### src/rtl/ql_screen_writer_pkg.sv
// Shared definitions for the QL screen writer.
//   - Mode encodings, frame geometry and pixels-per-word counts.
//   - vid_word_t: one queued video RAM write {eof, addr, data}.
//   - pack_bits(): bit contribution of a single pixel to a packed screen word.
//   - last_idx(): index of the final pixel of a word for a given mode.
package ql_screen_writer_pkg;

  localparam logic        QlMode4       = 1'b0;
  localparam logic        QlMode8       = 1'b1;
  localparam int unsigned QlLines       = 256;
  localparam int unsigned QlWordsLine   = 64;
  localparam int unsigned QlAddrW       = 14;
  localparam int unsigned QlPxWordMode4 = 8;
  localparam int unsigned QlPxWordMode8 = 4;

  typedef struct packed {
    logic               eof;
    logic [QlAddrW-1:0] addr;
    logic [15:0]        data;
  } vid_word_t;

  // Place pixel 0 at the top of each byte, then shift right by its slot.
  // Mode-4 slots are 1 bit wide per byte, mode-8 slots are 2 bits wide.
  function automatic logic [15:0] pack_bits(input logic       mode,
                                            input logic [2:0] idx,
                                            input logic [2:0] rgb,
                                            input logic       flash);
    logic [15:0] seed;
    logic [2:0]  shamt;
    if (mode == QlMode8) begin
      seed  = {rgb[2], flash, 6'b0, rgb[1], rgb[0], 6'b0};
      shamt = {idx[1:0], 1'b0};
    end else begin
      seed  = {rgb[2], 7'b0, rgb[1], 7'b0};
      shamt = idx;
    end
    return seed >> shamt;
  endfunction

  function automatic logic [2:0] last_idx(input logic mode);
    return (mode == QlMode8) ? 3'(QlPxWordMode8 - 1) : 3'(QlPxWordMode4 - 1);
  endfunction

endpackage

### src/rtl/ql_word_fifo.sv
// Two-entry FIFO of completed screen words waiting for video RAM.
// Ports:
//   clk, reset_n      clock, asynchronous active-low reset (clears entries and pointers)
//   push, din         enqueue din; ignored while full
//   pop               dequeue head; ignored while empty
//   full, empty       occupancy flags
//   head              oldest entry (all-zero out of reset)
module ql_word_fifo
  import ql_screen_writer_pkg::*;
(
  input  logic      clk,
  input  logic      reset_n,
  input  logic      push,
  input  vid_word_t din,
  input  logic      pop,
  output logic      full,
  output logic      empty,
  output vid_word_t head
);

  vid_word_t  mem_q [2];
  logic       wr_q, wr_d;
  logic       rd_q, rd_d;
  logic [1:0] count_q, count_d;
  logic       do_push, do_pop;

  always_comb begin
    full    = (count_q == 2'd2);
    empty   = (count_q == 2'd0);
    head    = mem_q[rd_q];
    do_push = push & ~full;
    do_pop  = pop & ~empty;
    wr_d    = do_push ? ~wr_q : wr_q;
    rd_d    = do_pop ? ~rd_q : rd_q;
    count_d = count_q;
    unique case ({do_push, do_pop})
      2'b10:   count_d = count_q + 2'd1;
      2'b01:   count_d = count_q - 2'd1;
      default: count_d = count_q;
    endcase
  end

  always_ff @(posedge clk or negedge reset_n) begin
    if (!reset_n) begin
      mem_q[0] <= '0;
      mem_q[1] <= '0;
      wr_q     <= 1'b0;
      rd_q     <= 1'b0;
      count_q  <= 2'd0;
    end else begin
      if (do_push) begin
        mem_q[wr_q] <= din;
      end
      wr_q    <= wr_d;
      rd_q    <= rd_d;
      count_q <= count_d;
    end
  end

endmodule

### src/rtl/ql_screen_writer.sv
// Write side of the QL screen memory. Packs a raster-order RGB pixel stream into
// 16-bit mode-4 (8 px/word) or mode-8 (4 px/word) words and writes them to video RAM.
// Ports:
//   clk, reset_n                 clock, asynchronous active-low reset
//   mode                         0 = mode-4, 1 = mode-8; latched on an accepted sof pixel
//   pix_valid/pix_ready          pixel handshake
//   pix_sof                      first pixel of a frame
//   pix_rgb, pix_flash           {g,r,b} colour, mode-8 flash bit
//   vid_we/vid_wack              write request, held until acknowledged
//   vid_waddr, vid_wdata         word address {y, xw} and packed word
//   frame_done                   one-cycle pulse after the last word of a frame is acked
module ql_screen_writer
  import ql_screen_writer_pkg::*;
#(
  parameter int unsigned Lines     = QlLines,
  parameter int unsigned WordsLine = QlWordsLine
) (
  input  logic               clk,
  input  logic               reset_n,
  input  logic               mode,
  input  logic               pix_valid,
  output logic               pix_ready,
  input  logic               pix_sof,
  input  logic [2:0]         pix_rgb,
  input  logic               pix_flash,
  output logic               vid_we,
  output logic [QlAddrW-1:0] vid_waddr,
  output logic [15:0]        vid_wdata,
  input  logic               vid_wack,
  output logic               frame_done
);

  localparam logic [5:0] XwLast = 6'(WordsLine - 1);
  localparam logic [7:0] YLast  = 8'(Lines - 1);

  logic        mode_q, mode_d;
  logic [2:0]  idx_q, idx_d;
  logic [15:0] pack_q, pack_d;
  logic [5:0]  xw_q, xw_d;
  logic [7:0]  y_q, y_d;
  logic        done_q, done_d;

  logic        accept, sof_acc;
  logic        mode_eff;
  logic [2:0]  idx_eff;
  logic [5:0]  xw_eff;
  logic [7:0]  y_eff;
  logic [15:0] pack_new;
  logic        word_last, line_end, frame_end;

  logic        fifo_push, fifo_pop, fifo_full, fifo_empty;
  vid_word_t   fifo_din, fifo_head;

  ql_word_fifo u_fifo (
    .clk     (clk),
    .reset_n (reset_n),
    .push    (fifo_push),
    .din     (fifo_din),
    .pop     (fifo_pop),
    .full    (fifo_full),
    .empty   (fifo_empty),
    .head    (fifo_head)
  );

  // Stall only the pixel that would complete a word while no FIFO slot is free.
  assign pix_ready = reset_n & ~(fifo_full & (idx_q == last_idx(mode_q)));

  assign vid_we     = ~fifo_empty;
  assign vid_waddr  = fifo_head.addr;
  assign vid_wdata  = fifo_head.data;
  assign fifo_pop   = vid_we & vid_wack;
  assign frame_done = done_q;

  // An accepted sof restarts the frame in the same cycle: the pixel it carries is
  // pixel 0 at address 0 and is packed with the newly sampled mode.
  always_comb begin
    accept    = pix_valid & pix_ready;
    sof_acc   = accept & pix_sof;
    mode_eff  = sof_acc ? mode : mode_q;
    idx_eff   = sof_acc ? 3'd0 : idx_q;
    xw_eff    = sof_acc ? 6'd0 : xw_q;
    y_eff     = sof_acc ? 8'd0 : y_q;
    // Bits left over from an earlier word never leak into a new one.
    pack_new  = ((idx_eff == 3'd0) ? 16'h0000 : pack_q)
                | pack_bits(mode_eff, idx_eff, pix_rgb, pix_flash);
    word_last = (idx_eff == last_idx(mode_eff));
    line_end  = (xw_eff == XwLast);
    frame_end = line_end & (y_eff == YLast);

    fifo_push     = accept & word_last;
    fifo_din.eof  = frame_end;
    fifo_din.addr = {y_eff, xw_eff};
    fifo_din.data = pack_new;
  end

  always_comb begin
    mode_d = mode_q;
    idx_d  = idx_q;
    pack_d = pack_q;
    xw_d   = xw_q;
    y_d    = y_q;
    done_d = fifo_pop & fifo_head.eof;
    if (accept) begin
      mode_d = mode_eff;
      if (word_last) begin
        idx_d  = 3'd0;
        pack_d = 16'h0000;
        xw_d   = line_end ? 6'd0 : xw_eff + 6'd1;
        if (line_end) begin
          y_d = frame_end ? 8'd0 : y_eff + 8'd1;
        end else begin
          y_d = y_eff;
        end
      end else begin
        idx_d  = idx_eff + 3'd1;
        pack_d = pack_new;
        xw_d   = xw_eff;
        y_d    = y_eff;
      end
    end
  end

  always_ff @(posedge clk or negedge reset_n) begin
    if (!reset_n) begin
      mode_q <= QlMode4;
      idx_q  <= 3'd0;
      pack_q <= 16'h0000;
      xw_q   <= 6'd0;
      y_q    <= 8'd0;
      done_q <= 1'b0;
    end else begin
      mode_q <= mode_d;
      idx_q  <= idx_d;
      pack_q <= pack_d;
      xw_q   <= xw_d;
      y_q    <= y_d;
      done_q <= done_d;
    end
  end

endmodule

### config.mk
export PLATFORM = sky130hd
export DESIGN_NAME = ql_screen_writer
export DESIGN_NICKNAME = d
export VERILOG_FILES = /design/src/rtl/ql_screen_writer_pkg.sv /design/src/rtl/ql_word_fifo.sv /design/src/rtl/ql_screen_writer.sv
export SDC_FILE = /design/constraint.sdc
export NUM_CORES = 1
export LEC_CHECK = 0
export ABC_CLOCK_PERIOD_IN_PS = 3800
export CAP_MARGIN = 10
export CELL_PAD_IN_SITES_DETAIL_PLACEMENT = 1
export CELL_PAD_IN_SITES_GLOBAL_PLACEMENT = 2
export CORE_UTILIZATION = 35
export CTS_BUF_LIST = sky130_fd_sc_hd__clkbuf_4
export DETAILED_ROUTE_END_ITERATION = 16
export GPL_TIMING_DRIVEN = 0
export PLACE_DENSITY_LB_ADDON = 0.1
export SLEW_MARGIN = 10
export SYNTH_ARGS = -nofsm -noshare
export SYNTH_HDL_FRONTEND = slang
export SYNTH_SLANG_ARGS = --single-unit
### constraint.sdc
create_clock -name clk -period 3.8 [get_ports clk]
set_clock_uncertainty 0.2 [all_clocks]
set_input_delay 0.57 -clock clk [delete_from_list [all_inputs] [get_ports clk]]
set_output_delay 0.57 -clock clk [all_outputs]
set_load 0.1 [all_outputs]
# [Word level (Yosys, flattened, before mapping)]
# Index checks and enable logic that the tools add are counted.
[op_classes] n_eq_ne=7 shifts=1 addsub=5 n_mux=23 order_cmp=3 n_reduce_logical=4 n_bitwise=18
[op_table] operator="31-bit 2-to-1 mux" count=4
[op_table] operator="62-bit bitwise mux" count=1
[op_table] operator="16-bit 2-to-1 mux" count=2
[op_table] operator="8-bit 2-to-1 mux" count=4
[op_table] operator="31-bit demux with 1-bit select" count=1
[op_table] operator="6-bit 2-to-1 mux" count=3
[op_table] operator="16-bit bitwise OR" count=1
[op_table] operator="16-bit by 3-bit right shift with 16-bit output" count=1
[op_table] operator="15-bit 2-to-1 mux" count=1
[op_table] operator="3-bit 2-to-1 mux" count=5
[op_table] operator="1-bit AND" count=10
[op_table] operator="8-bit by 1-bit adder with 8-bit output, second input constant" count=1
[op_table] operator="8-bit equality test, second input constant" count=1
[op_table] operator="6-bit by 1-bit adder with 6-bit output, second input constant" count=1
[op_table] operator="3-bit equality test" count=2
[op_table] operator="6-bit equality test, second input constant" count=1
[op_table] operator="1-bit inverter" count=5
[op_table] operator="2-bit equality test, second input constant" count=2
[op_table] operator="2-bit >= comparator, second input constant" count=2
[op_table] operator="1-bit inverter with 2-bit output" count=2
[op_table] operator="2-bit case mux with 2 select lines" count=1
[op_table] operator="3-bit by 1-bit adder with 3-bit output, second input constant" count=1
[op_table] operator="3-bit logical NOT" count=1
[op_table] operator="2-bit by 1-bit adder with 2-bit output, second input constant" count=1
[op_table] operator="7 further kinds" count=7
[word_totals] regBits=101 elab_cells=76 out_inout_bits=33 in_bits=10

# [Longest topological paths before layout]
# Gate-level depths: netlist of the first run.
[logic_depth] ltp_word=14 mapped_depth=13 mapped_depth_nobuf=11

# [Hierarchy]
# From an unflattened synthesis of the first run, not the netlist that was laid out.
[unflattened] cells_unflattened=439 area_unflattened_um2=5166.2
[modules_own_cells] module="ql_word_fifo" area_per_inst_um2=2906.5 cells_each=184 n_inst=1 seq_area_each_um2=1651.6
[modules_own_cells] module="ql_screen_writer" area_per_inst_um2=2259.7 cells_each=255 n_inst=1 seq_area_each_um2=875.8

# [Worst setup path before layout of the first run]
# Ideal clock, no wire load.
[synth_path] path_kind="reg-to-reg" startpoint="register mode_q" endpoint="register y_q[5]" t_arrival_ns=2.924 required_time_ns=3.479 synth_period_minus_slack_ns=3.245 path_buffers=2 setup_slack_ns=0.555 setup_time_ns=0.121 path_stages_with_launch=13 cell_sequence="dfrtp_1 > buf_2 > xnor2_1 > o21ai_1 > clkbuf_1 > nand2_1 > inv_1 > ha_1 > nand3_1 > or3_1 > or3_1 > nor2b_1 > a22o_1"
[synth_rtl] item="start, declared" line="ql_screen_writer.sv:36" text="logic mode_q, mode_d;"
[synth_rtl] item="start signal, assigned" line="ql_screen_writer.sv:125" text="mode_q <= QlMode4;"
[synth_rtl] item="start signal, assigned" line="ql_screen_writer.sv:132" text="mode_q <= mode_d;"
[synth_rtl] item="end signal, assigned" line="ql_screen_writer.sv:136" text="y_q <= y_d;"
[synth_rtl] item="end, declared" line="ql_screen_writer.sv:40" text="logic [7:0] y_q, y_d;"

# [Final worst setup path of the first run]
[layout_path] startpoint="register mode_q" endpoint="output port pix_ready"
[layout_via] elab_chain_cells=5
[layout_lines] item="3-bit 2-to-1 mux" line="ql_screen_writer_pkg.sv:41" text="return (mode == QlMode8) ? 3'(QlPxWordMode8 - 1) : 3'(QlPxWordMode4 - 1);"
[layout_lines] item="3-bit equality test" line="ql_screen_writer.sv:66" text="assign pix_ready = reset_n & ~(fifo_full & (idx_q == last_idx(mode_q)));"
[layout_lines] item="1-bit AND" line="ql_screen_writer.sv:66"
[layout_lines] item="1-bit inverter" line="ql_screen_writer.sv:66"
[layout_lines] item="1-bit AND" line="ql_screen_writer.sv:66"
[layout_lines] item="end, declared" line="ql_screen_writer.sv:22" text="output logic pix_ready,"
# No other way between the ends.

==> run_results.csv, run 1 <==
group,metric,value,unit
final_layout,final_cell_mix,"118 x nand2_1, 101 x dfrtp_1, 71 x o21ai_0",
flow_run,cap_violations,0,
routing,route.detailed.drc,0,
pwr,switching_share,42.9,%
die,ios,43,
synthesis,yosysTopAreaCell,"dfrtp_1",
setup_path,crit_family,"buffers and inverters",
final_layout,final_common_cell,"nand2_1",
placed_design,placedInstanceArea,0.00568,mm^2
grt,grt_max_degree,87,
final_layout,final_nets,587,
die,fp.dieH,122,um
synthesis,synthMuxAreaShare,10.0,%
routing,vias_per_cell,5.30,
setup_path,startpoint_type,"register",
timing,whs,0.0334,ns
pwr,comb_power_share,40.1,%
final_layout,design_area,0.00588,mm^2
synthesis,synth_edf_count,0,
grt,grt_pass1_wl,23.5,mm
clocking,cts_tree,"built",
hold_path,hp-class,"input pin to async pin",
synthesis,syn-num-nets,529,
clocking,h-tree-depth,3,
pwr,vdd_drop_max,0.276,mV
grt,antenna_found_initial,0,
setup_path,critPathCaptureType,"output port",
grt,grt-ovfl-total,0,
final_layout,antenna_cells,0,
timing,slew_headroom,35.0,%
synthesis,synth_top_family_by_area,"compound AO/OA/AOI/OAI gates",
pwr,p_int,1.93,mW
synthesis,yosysWarnings,0,
routing,drtIter0Drc,199,
synthesis,netlist_top_cells_area,"dfrtp_1 50%, mux2_2 9.4%, nand2_1 8.8%, o21ai_0 7.1%, a22oi_1 1.9%",
die,design.core.area,0.0139,mm^2
die,num_rows,43,
synthesis,syn_area_per_cell,9.75,um^2
timing,fmax,0.273,GHz
pwr,clkPwrFrac,19.6,%
synthesis,synth_top_area_share,50.4,%
synthesis,synthSimpleGateAreaFrac,15.5,%
timing,worst_pin_slew,0.972,ns
pwr,p_seq_share,40.3,%
timing,fin_crit_sh,96.2,%
pwr,p_leak,2.75,nW
timing,finalSetupTns,0,ns
setup_path,cp.arrival,2.89,ns
die,dieArea,0.0148,mm^2
setup_path,crit_slowest_cell,"clkdlybuf4s50_1",
timing,timing.final.max_slew_violations,0,
pwr,power.density,575,mW/mm^2
timing,rsz0062_at_grt,"no",
setup_path,critical_path_class,"register to output port",
placed_design,port_buffers,42,
synthesis,synth_compound_area_share,17.3,%
setup_path,critical-path-max-stage-delay,1.14,ns
final_layout,nFillCells,1610,
setup_path,critPathRequiredTime,3.03,ns
routing,finalWirelength,14.7,mm
clocking,clk_pin_slew,0.16,ns
timing,hold_viol,0,
clocking,clkLatencyLatePin,0.49,ns
clocking,cts_buffer_depth,2,
timing,min_period,3.66,ns
clocking,cts_root_buf,"clkbuf_4",
routing,drt-pass1-iter-count,4,
timing,layout_setup_ws,0.143,ns
placed_design,dp_slack,-0.859,ns
synthesis,synthDistinctLibCells,53,
synthesis,yosysSeqAreaShare,50.4,%
routing,drtAntennaViolNets,0,
die,die_w,122,um
pwr,p_sw,1.45,mW
synthesis,synthCells,514,
grt,track_usage,21.5,%
synthesis,netlist_area,0.00501,mm^2
setup_path,path_buf_inv,2,
synthesis,synthAdderAreaFrac,1.25,%
clocking,cts.sinks,101,
placed_design,gp_congestion,0.782,
routing,vias,4012,
grt,grt_pass1_vias,4204,
run_status,outcome,"complete, no violations",
placed_design,hpwlAfterDp,10.4,mm
synthesis,async_flop_share,100,%
die,initial_core_util,36.0,%
clocking,cts_buffers,9,
timing,setup_viol,0,
routing,wl_per_cell,19.4,um
final_layout,drive_above_1_share,14.9,%
final_layout,syn2layout_area_growth,17.4,%
synthesis,synth-xor-area-share,1.42,%
setup_path,crit_chain,"buf_2 > xnor2_1 > nor2_1 > nor2b_1 > clkdlybuf4s50_1",
setup_path,crit_fanout,6,
synthesis,ys_ff_latch,101,
synthesis,synthFlopType,"dfrtp_1",
==> power by group through the flow <==
| stage | Combinational, mW | Clock, mW | Sequential [mW] |
|---|---|---|---|
| finish | 1.36 | 0.664 | 1.36 |
| global route | 1.47 | 0.715 | 1.39 |
| CTS | 1.36 | 0.681 | 1.36 |
| detailed placement | 1.37 | 0 | 1.39 |
| global placement | 1.35 | 0 | 1.38 |
| floorplan | 1.02 | 0 | 1.35 |
==> stage by stage <==
step | std cells | power, mW | utilization [%]
finish | 757 | 3.38 | 42.2
floorplan | 514 | 2.37 | -
CTS | 755 | 3.40 | 42.1
global route | 757 | 3.58 | 42.2
global placement | 736 | 2.72 | 40.6
detailed placement | 737 | 2.76 | 40.8
==> cells by family (layout without fill, tap and decap cells) <==
family,after synthesis,in the layout
AO/OA/AOI/OAI,143,143
buffers and inverters,43,106
multiplexers,45,45
XOR/XNOR,6,6
AND/OR/NAND/NOR,171,171
adder cells (fa/ha/maj),5,5
flip-flops,101,101
==> area by class of cell <==
class                   count  area, um^2  share of cell area (%)
flip-flops and latches    101        2530                    43.0
plain buffers              31         164                    2.79
well taps                 180         225                    3.83
clock inverters             7        96.3                    1.64
repair buffers             47         467                    7.93
clock buffers               9        67.6                    1.15
multi-input cells         370        2290                    38.9
inverters                  12        45.0                   0.766
==> final timing paths <==
path                            cells after the start  slack, ns              start               end
worst max-delay path                                5       0.14             mode_q         pix_ready
worst min-delay path                                3       0.03            reset_n  u_fifo.mem_q[49]
worst max register to register                     11       0.22  u_fifo.count_q[0]            y_q[5]
worst min register to register                      2       0.30    u_fifo.mem_q[7]   u_fifo.mem_q[7]
max in group asynchronous                           2       2.42            reset_n  u_fifo.mem_q[54]
min in group clk                                    2       0.30    u_fifo.mem_q[7]   u_fifo.mem_q[7]
==> worst min-delay path, delay by kind of cell <==
kind     cells  cell delay (ns)
buf+inv      3             0.61
==> cells in the mapped netlist (2+ instances only) <==
cell type	number
a21o_1	6
a21oi_1	10
a22o_1	2
a22oi_1	13
a32o_1	4
and3_1	4
buf_2	10
buf_6	4
clkbuf_1	16
dfrtp_1	101
ha_1	5
inv_1	12
mux2_2	42
mux2i_1	3
nand2_1	118
nand2b_1	3
nand3_1	8
nand4_1	2
nor2_1	12
nor2b_1	5
nor3_1	2
nor4_1	3
o21ai_0	71
o21ai_1	17
o22a_1	2
o2bb2ai_1	6
or3_1	3
or4b_1	2
xnor2_1	4
==> per-layer routing <==
| metal | wire length (um) | global-route usage [%] |
|---|---|---|
| met5 | 0 | 0 |
| met4 | 230 | 7.64 |
| met3 | 487 | 3.37 |
| met2 | 6230 | 31.8 |
| met1 | 7750 | 31.6 |
==> what timing repair did <==
item,CTS,global route
resized for setup,31,4
endpoints found under the hold margin,15,0
pin swaps,0,1
setup buffers,0,2
hold buffers,2,0
setup endpoints to repair,101,74
==> state kept, by name, summed over array words and instances, names as in the netlist <==
name            count
frame_done          1
idx_q               3
u_fifo.count_q      2
y_q                 8
xw_q                6
u_fifo.wr_q         1
u_fifo.rd_q         1
mode_q              1
u_fifo.mem_q       62
pack_q             16
Power figures use the tool's default switching activity.
==> run 2: changes to the inputs <==
--- a/config.mk
+++ b/config.mk
@@ -13,7 +13,7 @@
 export CTS_BUF_LIST = sky130_fd_sc_hd__clkbuf_4
 export DETAILED_ROUTE_END_ITERATION = 16
 export GPL_TIMING_DRIVEN = 0
-export PLACE_DENSITY_LB_ADDON = 0.1
+export PLACE_DENSITY = 0.74
 export SLEW_MARGIN = 10
 export SYNTH_ARGS = -nofsm -noshare
 export SYNTH_HDL_FRONTEND = slang
==> run_results.csv, run 2 (same netlist as run 1, synthesis figures left out) <==
group,metric,value,unit
grt,grt_max_degree,78,
flow_run,cap_violations,0,
setup_path,critical_path_class,"register to register",
timing,worst_pin_slew,0.968,ns
die,initial_core_util,36.0,%
grt,grt_pass1_vias,4205,
timing,hold_viol,0,
placed_design,port_buffers,42,
timing,fin_crit_sh,97.1,%
pwr,power.density,586,mW/mm^2
setup_path,cp_common_cell,"or3_1",
routing,vias,4079,
setup_path,path_buf_inv,2,
placed_design,placedInstanceArea,0.00568,mm^2
setup_path,crit_fanout,10,
routing,finalWirelength,14.8,mm
timing,setup_viol,0,
setup_path,crit_slowest_cell,"or3_1",
final_layout,drive_above_1_share,15.1,%
setup_path,critPathCaptureType,"register",
timing,timing.final.max_slew_violations,0,
pwr,total_power,3.48,mW
grt,grt-ovfl-total,0,
hold_path,hp-class,"input pin to async pin",
grt,track_usage,21.7,%
final_layout,final_nets,587,
clocking,cts_root_buf,"clkbuf_4",
setup_path,critical-path-max-stage-delay,0.51,ns
final_layout,antenna_cells,0,
routing,drt-pass1-iter-count,4,
routing,route.detailed.drc,0,
setup_path,startpoint_type,"register",
placed_design,dp_slack,-0.844,ns
grt,antenna_found_initial,1,
setup_path,crit_family,"simple AND/OR/NAND/NOR gates",
pwr,clkPwrFrac,21.8,%
pwr,p_seq_share,39.1,%
final_layout,regMostFlops,"u_fifo.mem_q",
routing,wl_per_cell,19.5,um
die,num_rows,43,
timing,fmax,0.271,GHz
die,dieArea,0.0148,mm^2
clocking,clk_pin_slew,0.18,ns
final_layout,syn2layout_area_growth,18.6,%
final_layout,design_area,0.00594,mm^2
timing,slew_headroom,35.3,%
routing,drtIter0Drc,216,
clocking,cts_buffer_depth,2,
pwr,p_leak,2.79,nW
timing,layout_setup_ws,0.111,ns
setup_path,crit_chain,"nand4b_1 > o21ai_4 > clkbuf_4 > nand2_1 > inv_1 > ha_1 > nand3_1 > or3_1 > or3_1 > nor2b_1 > a22o_1",
pwr,p_sw,1.47,mW
timing,rsz0062_at_grt,"no",
timing,min_period,3.69,ns
die,fp.dieH,122,um
pwr,vdd_drop_max,0.367,mV
clocking,cts.sinks,101,
final_layout,largest_reg_flops,62,
pwr,comb_power_share,39.2,%
clocking,cts_tree,"built",
clocking,h-tree-depth,3,
clocking,clkLatencyLatePin,0.48,ns
run_status,outcome,"complete, no violations",
placed_design,hpwlAfterDp,10.5,mm
final_layout,final_common_cell,"nand2_1",
routing,vias_per_cell,5.39,
pwr,switching_share,42.3,%
routing,drtAntennaViolNets,0,
final_layout,nFillCells,1606,
pwr,p_int,2.01,mW
grt,grt_pass1_wl,23.9,mm
die,design.core.area,0.0139,mm^2
final_layout,final_cell_mix,"118 x nand2_1, 101 x dfrtp_1, 71 x o21ai_0",
die,die_w,122,um
final_layout,reg.largest.list,"u_fifo.mem_q: 62 flops, pack_q: 16 flops, y_q: 8 flops",
clocking,cts_buffers,9,
setup_path,critPathRequiredTime,3.99,ns
placed_design,gp_congestion,0.807,
setup_path,cp.arrival,3.88,ns
die,ios,43,
==> run 2: per-layer routing <==
layer / track usage (%) / wire length, um
met5: 0 / 0
met4: 4.86 / 104
met3: 3.32 / 547
met2: 32.8 / 6530
met1: 32.6 / 7610
==> run 2: tightest hold or removal path: stages <==
cell    delay (ns)
buf_6         0.12
buf_16        0.14
buf_16        0.34
==> run 2: repair_timing <==
item	4_1_cts	5_1_grt
hold buffers	4	0
setup buffers	0	0
setup endpoints to repair	103	49
endpoints found under the hold margin	24	0
gates resized for setup	31	5
==> run 2: final timing paths <==
kind | slack, ns | from | endpoint | cells past startpoint
worst max-delay path | 0.11 | u_fifo.count_q[0] | y_q[5] | 11
worst min-delay path | 0.05 | reset_n | y_q[2] | 3
worst max register to register | 0.11 | u_fifo.count_q[0] | y_q[5] | 11
worst min register to register | 0.30 | u_fifo.mem_q[43] | u_fifo.mem_q[43] | 2
max in group asynchronous | 2.72 | reset_n | idx_q[1] | 4
min in group clk | 0.30 | u_fifo.mem_q[43] | u_fifo.mem_q[43] | 2
==> run 2: per-stage QoR <==
stage	utilization (%)	hold slack, ns	cells	TNS (ns)
2_1_floorplan	-	0.0744	514	0
3_3_place_gp	40.6	0.257	736	-639.15
3_5_place_dp	40.8	0.254	737	-47.11
4_1_cts	42.6	0.0403	757	0
5_1_grt	42.6	0.0391	757	0
6_report	42.6	0.0505	757	0
==> run 2: power by group through the flow <==
stage	Sequential (mW)	Clock, mW	Combinational, mW
floorplan	1.35	0	1.02
global placement	1.37	0	1.35
detailed placement	1.38	0	1.37
CTS	1.36	0.777	1.37
global route	1.39	0.818	1.47
finish	1.36	0.757	1.36
==> run 2: cell type report <==
type | count | area (um^2) | area share (%)
inverters | 12 | 45.0 | 0.758
clock inverters | 7 | 128 | 2.15
clock buffers | 9 | 67.6 | 1.14
repair buffers | 47 | 494 | 8.32
flip-flops and latches | 101 | 2530 | 42.5
well taps | 180 | 225 | 3.79
multi-input cells | 370 | 2290 | 38.5
plain buffers | 31 | 164 | 2.76
==> run 3: changes to the inputs <==
--- a/config.mk
+++ b/config.mk
@@ -9,8 +9,8 @@
 export CAP_MARGIN = 10
 export CELL_PAD_IN_SITES_DETAIL_PLACEMENT = 1
 export CELL_PAD_IN_SITES_GLOBAL_PLACEMENT = 2
+export CORE_MARGIN = 8
 export CORE_UTILIZATION = 35
-export CTS_BUF_LIST = sky130_fd_sc_hd__clkbuf_4
 export DETAILED_ROUTE_END_ITERATION = 16
 export GPL_TIMING_DRIVEN = 0
 export PLACE_DENSITY = 0.74
==> run_results.csv, run 3 (same netlist as run 1, synthesis figures left out) <==
group,metric,value,unit
setup_path,critPathRequiredTime,3.85,ns
timing,worst_pin_slew,0.995,ns
die,initial_core_util,36.0,%
clocking,clk_pin_slew,0.07,ns
placed_design,port_buffers,42,
pwr,p_sw,1.50,mW
pwr,p_leak,2.75,nW
setup_path,r2r_cells,12,
setup_path,crit_family,"simple AND/OR/NAND/NOR gates",
setup_path,crit_fanout,10,
placed_design,dp_slack,-0.912,ns
placed_design,hpwlAfterDp,10.9,mm
final_layout,reg.largest.list,"u_fifo.mem_q: 62 flops, pack_q: 16 flops, y_q: 8 flops",
pwr,power.density,622,mW/mm^2
timing,setup_viol,0,
final_layout,final_nets,586,
final_layout,syn2layout_area_growth,22.4,%
timing,fmax,0.273,GHz
die,fp.dieH,136,um
setup_path,cp.arrival,3.71,ns
routing,route.detailed.drc,0,
pwr,vdd_drop_max,0.308,mV
placed_design,placedInstanceArea,0.00568,mm^2
setup_path,worstReg2RegEnd,"y_q[5]",
final_layout,drive_above_1_share,14.9,%
grt,grtUsageMet3,2.74,%
grt,grt-ovfl-total,0,
grt,track_usage,17.3,%
die,dieArea,0.0184,mm^2
final_layout,design_area,0.00613,mm^2
setup_path,crit_slowest_cell,"or3_1",
final_layout,nFillCells,1553,
timing,min_period,3.67,ns
placed_design,gp_congestion,0.792,
grt,grt_pass1_vias,4354,
grt,busiest_layer,"met2",
setup_path,cp_common_cell,"or3_1",
clocking,cts_tree,"built",
final_layout,largest_reg_flops,62,
setup_path,r2r_slack,0.17,ns
pwr,p_seq_share,35.8,%
grt,antenna_found_initial,0,
timing,rsz0062_at_grt,"no",
die,die_w,136,um
hold_path,hp-class,"input pin to async pin",
grt,use_met2,25.6,%
routing,vias_per_cell,5.35,
final_layout,seqCellArea,0.00253,mm^2
die,ios,43,
grt,grt_max_degree,53,
setup_path,crit_chain,"clkdlybuf4s50_1 > and3_1 > o21ai_4 > buf_4 > nand2_1 > inv_1 > ha_1 > nand3_1 > or3_1 > or3_1 > nor2b_1 > a22o_1",
grt,use_met1,25.0,%
final_layout,antenna_cells,0,
timing,hold_viol,0,
timing,finalSetupTns,0,ns
run_status,outcome,"complete, no violations",
timing,layout_setup_ws,0.134,ns
routing,drtAntennaViolNets,0,
setup_path,critical_path_class,"input pin to register",
final_layout,final_cell_mix,"118 x nand2_1, 101 x dfrtp_1, 71 x o21ai_0",
die,num_rows,43,
pwr,clkPwrFrac,27.5,%
routing,finalWirelength,15.2,mm
routing,vias,4048,
routing,wl_per_cell,20.1,um
pwr,comb_power_share,36.8,%
clocking,cts_root_buf,"clkbuf_16",
pwr,total_power,3.82,mW
clocking,cts_buffer_depth,2,
die,design.core.area,0.0139,mm^2
final_layout,final_common_cell,"nand2_1",
setup_path,critPathCaptureType,"register",
routing,drt-pass1-iter-count,4,
setup_path,r2r-start,"mode_q",
clocking,h-tree-depth,3,
clocking,clkLatencyLatePin,0.36,ns
clocking,cts_buffers,9,
routing,drtIter0Drc,311,
final_layout,regMostFlops,"u_fifo.mem_q",
clocking,cts.sinks,101,
setup_path,startpoint_type,"input pin",
timing,slew_headroom,33.5,%
final_layout,multiInputGateArea,0.00229,mm^2
timing,timing.final.max_slew_violations,0,
setup_path,path_buf_inv,3,
setup_path,critical-path-max-stage-delay,0.52,ns
flow_run,cap_violations,0,
grt,grt_pass1_wl,24.7,mm
pwr,p_int,2.31,mW
pwr,switching_share,39.4,%
timing,fin_crit_sh,96.5,%
-- run 3: cell count changes in the layout (fill, tap and decap cells not counted), sizes merged --
cell | previous run | this run
dlymetal6s2s | 1 | 2
clkbuf | 25 | 27
dlygate4sd2 | 28 | 0
dlygate4sd3 | 1 | 0
bufinv | 3 | 2
inv | 15 | 13
clkdlybuf4s50 | 12 | 39
buf | 20 | 21
-- run 3: metrics by stage --
step | utilization [%] | hold WS [ns] | instances
4_1_cts | 43.9 | 0.0657 | 756
3_5_place_dp | 40.8 | 0.264 | 737
6_report | 44.0 | 0.0593 | 756
2_1_floorplan | - | 0.0744 | 514
5_1_grt | 44.0 | 0.0757 | 756
3_3_place_gp | 40.6 | 0.255 | 736
-- run 3: layer usage --
| metal | wire length [um] | up-vias |
|---|---|---|
| met3 | 645 | 12 |
| met2 | 6810 | 71 |
| met4 | 210 | 0 |
| met5 | 0 | - |
| li1 | - | 1917 |
| met1 | 7540 | 2048 |
-- run 3: power by group through the flow --
stage	registers, mW	logic, mW	clock network, mW
finish	1.36	1.40	1.05
CTS	1.36	1.41	1.07
global placement	1.37	1.35	0
detailed placement	1.38	1.38	0
floorplan	1.35	1.02	0
global route	1.39	1.51	1.11
-- run 3: timing repair --
action | CTS | global route
buffers inserted | 0 | 0
endpoints found under the hold margin | 52 | 0
resized for setup | 5 | 7
hold buffers | 3 | 0
endpoints found under the setup margin | 92 | 55
-- run 3: area by class of cell --
| class | instances | share of cell area [%] |
|---|---|---|
| inverter | 12 | 0.735 |
| clock inverter | 4 | 1.27 |
| timing repair buffer | 46 | 8.90 |
| buffer | 31 | 2.67 |
| sequential | 101 | 41.2 |
| clock buffer | 12 | 4.18 |
| tap | 180 | 3.67 |
| multi-input combinational | 370 | 37.3 |
-- run 3: worst max-delay path by stage --
stage                           start              end  slack [ns]  cells after the start
final                       pix_valid           y_q[5]        0.13                     12
after global routing      u_fifo.rd_q     vid_wdata[0]        0.01                      4
after CTS                   pix_valid  u_fifo.mem_q[8]        0.06                     13
after detailed placement      reset_n           y_q[5]       -0.91                     13
after global placement        reset_n           y_q[5]       -4.55                     12
after floorplan                mode_q           y_q[5]        0.55                     12
-- run 3: tightest hold or removal path, stage by stage --
cell and delay [ns]:
buf_12 0.09, buf_16 0.10, buf_16 0.24
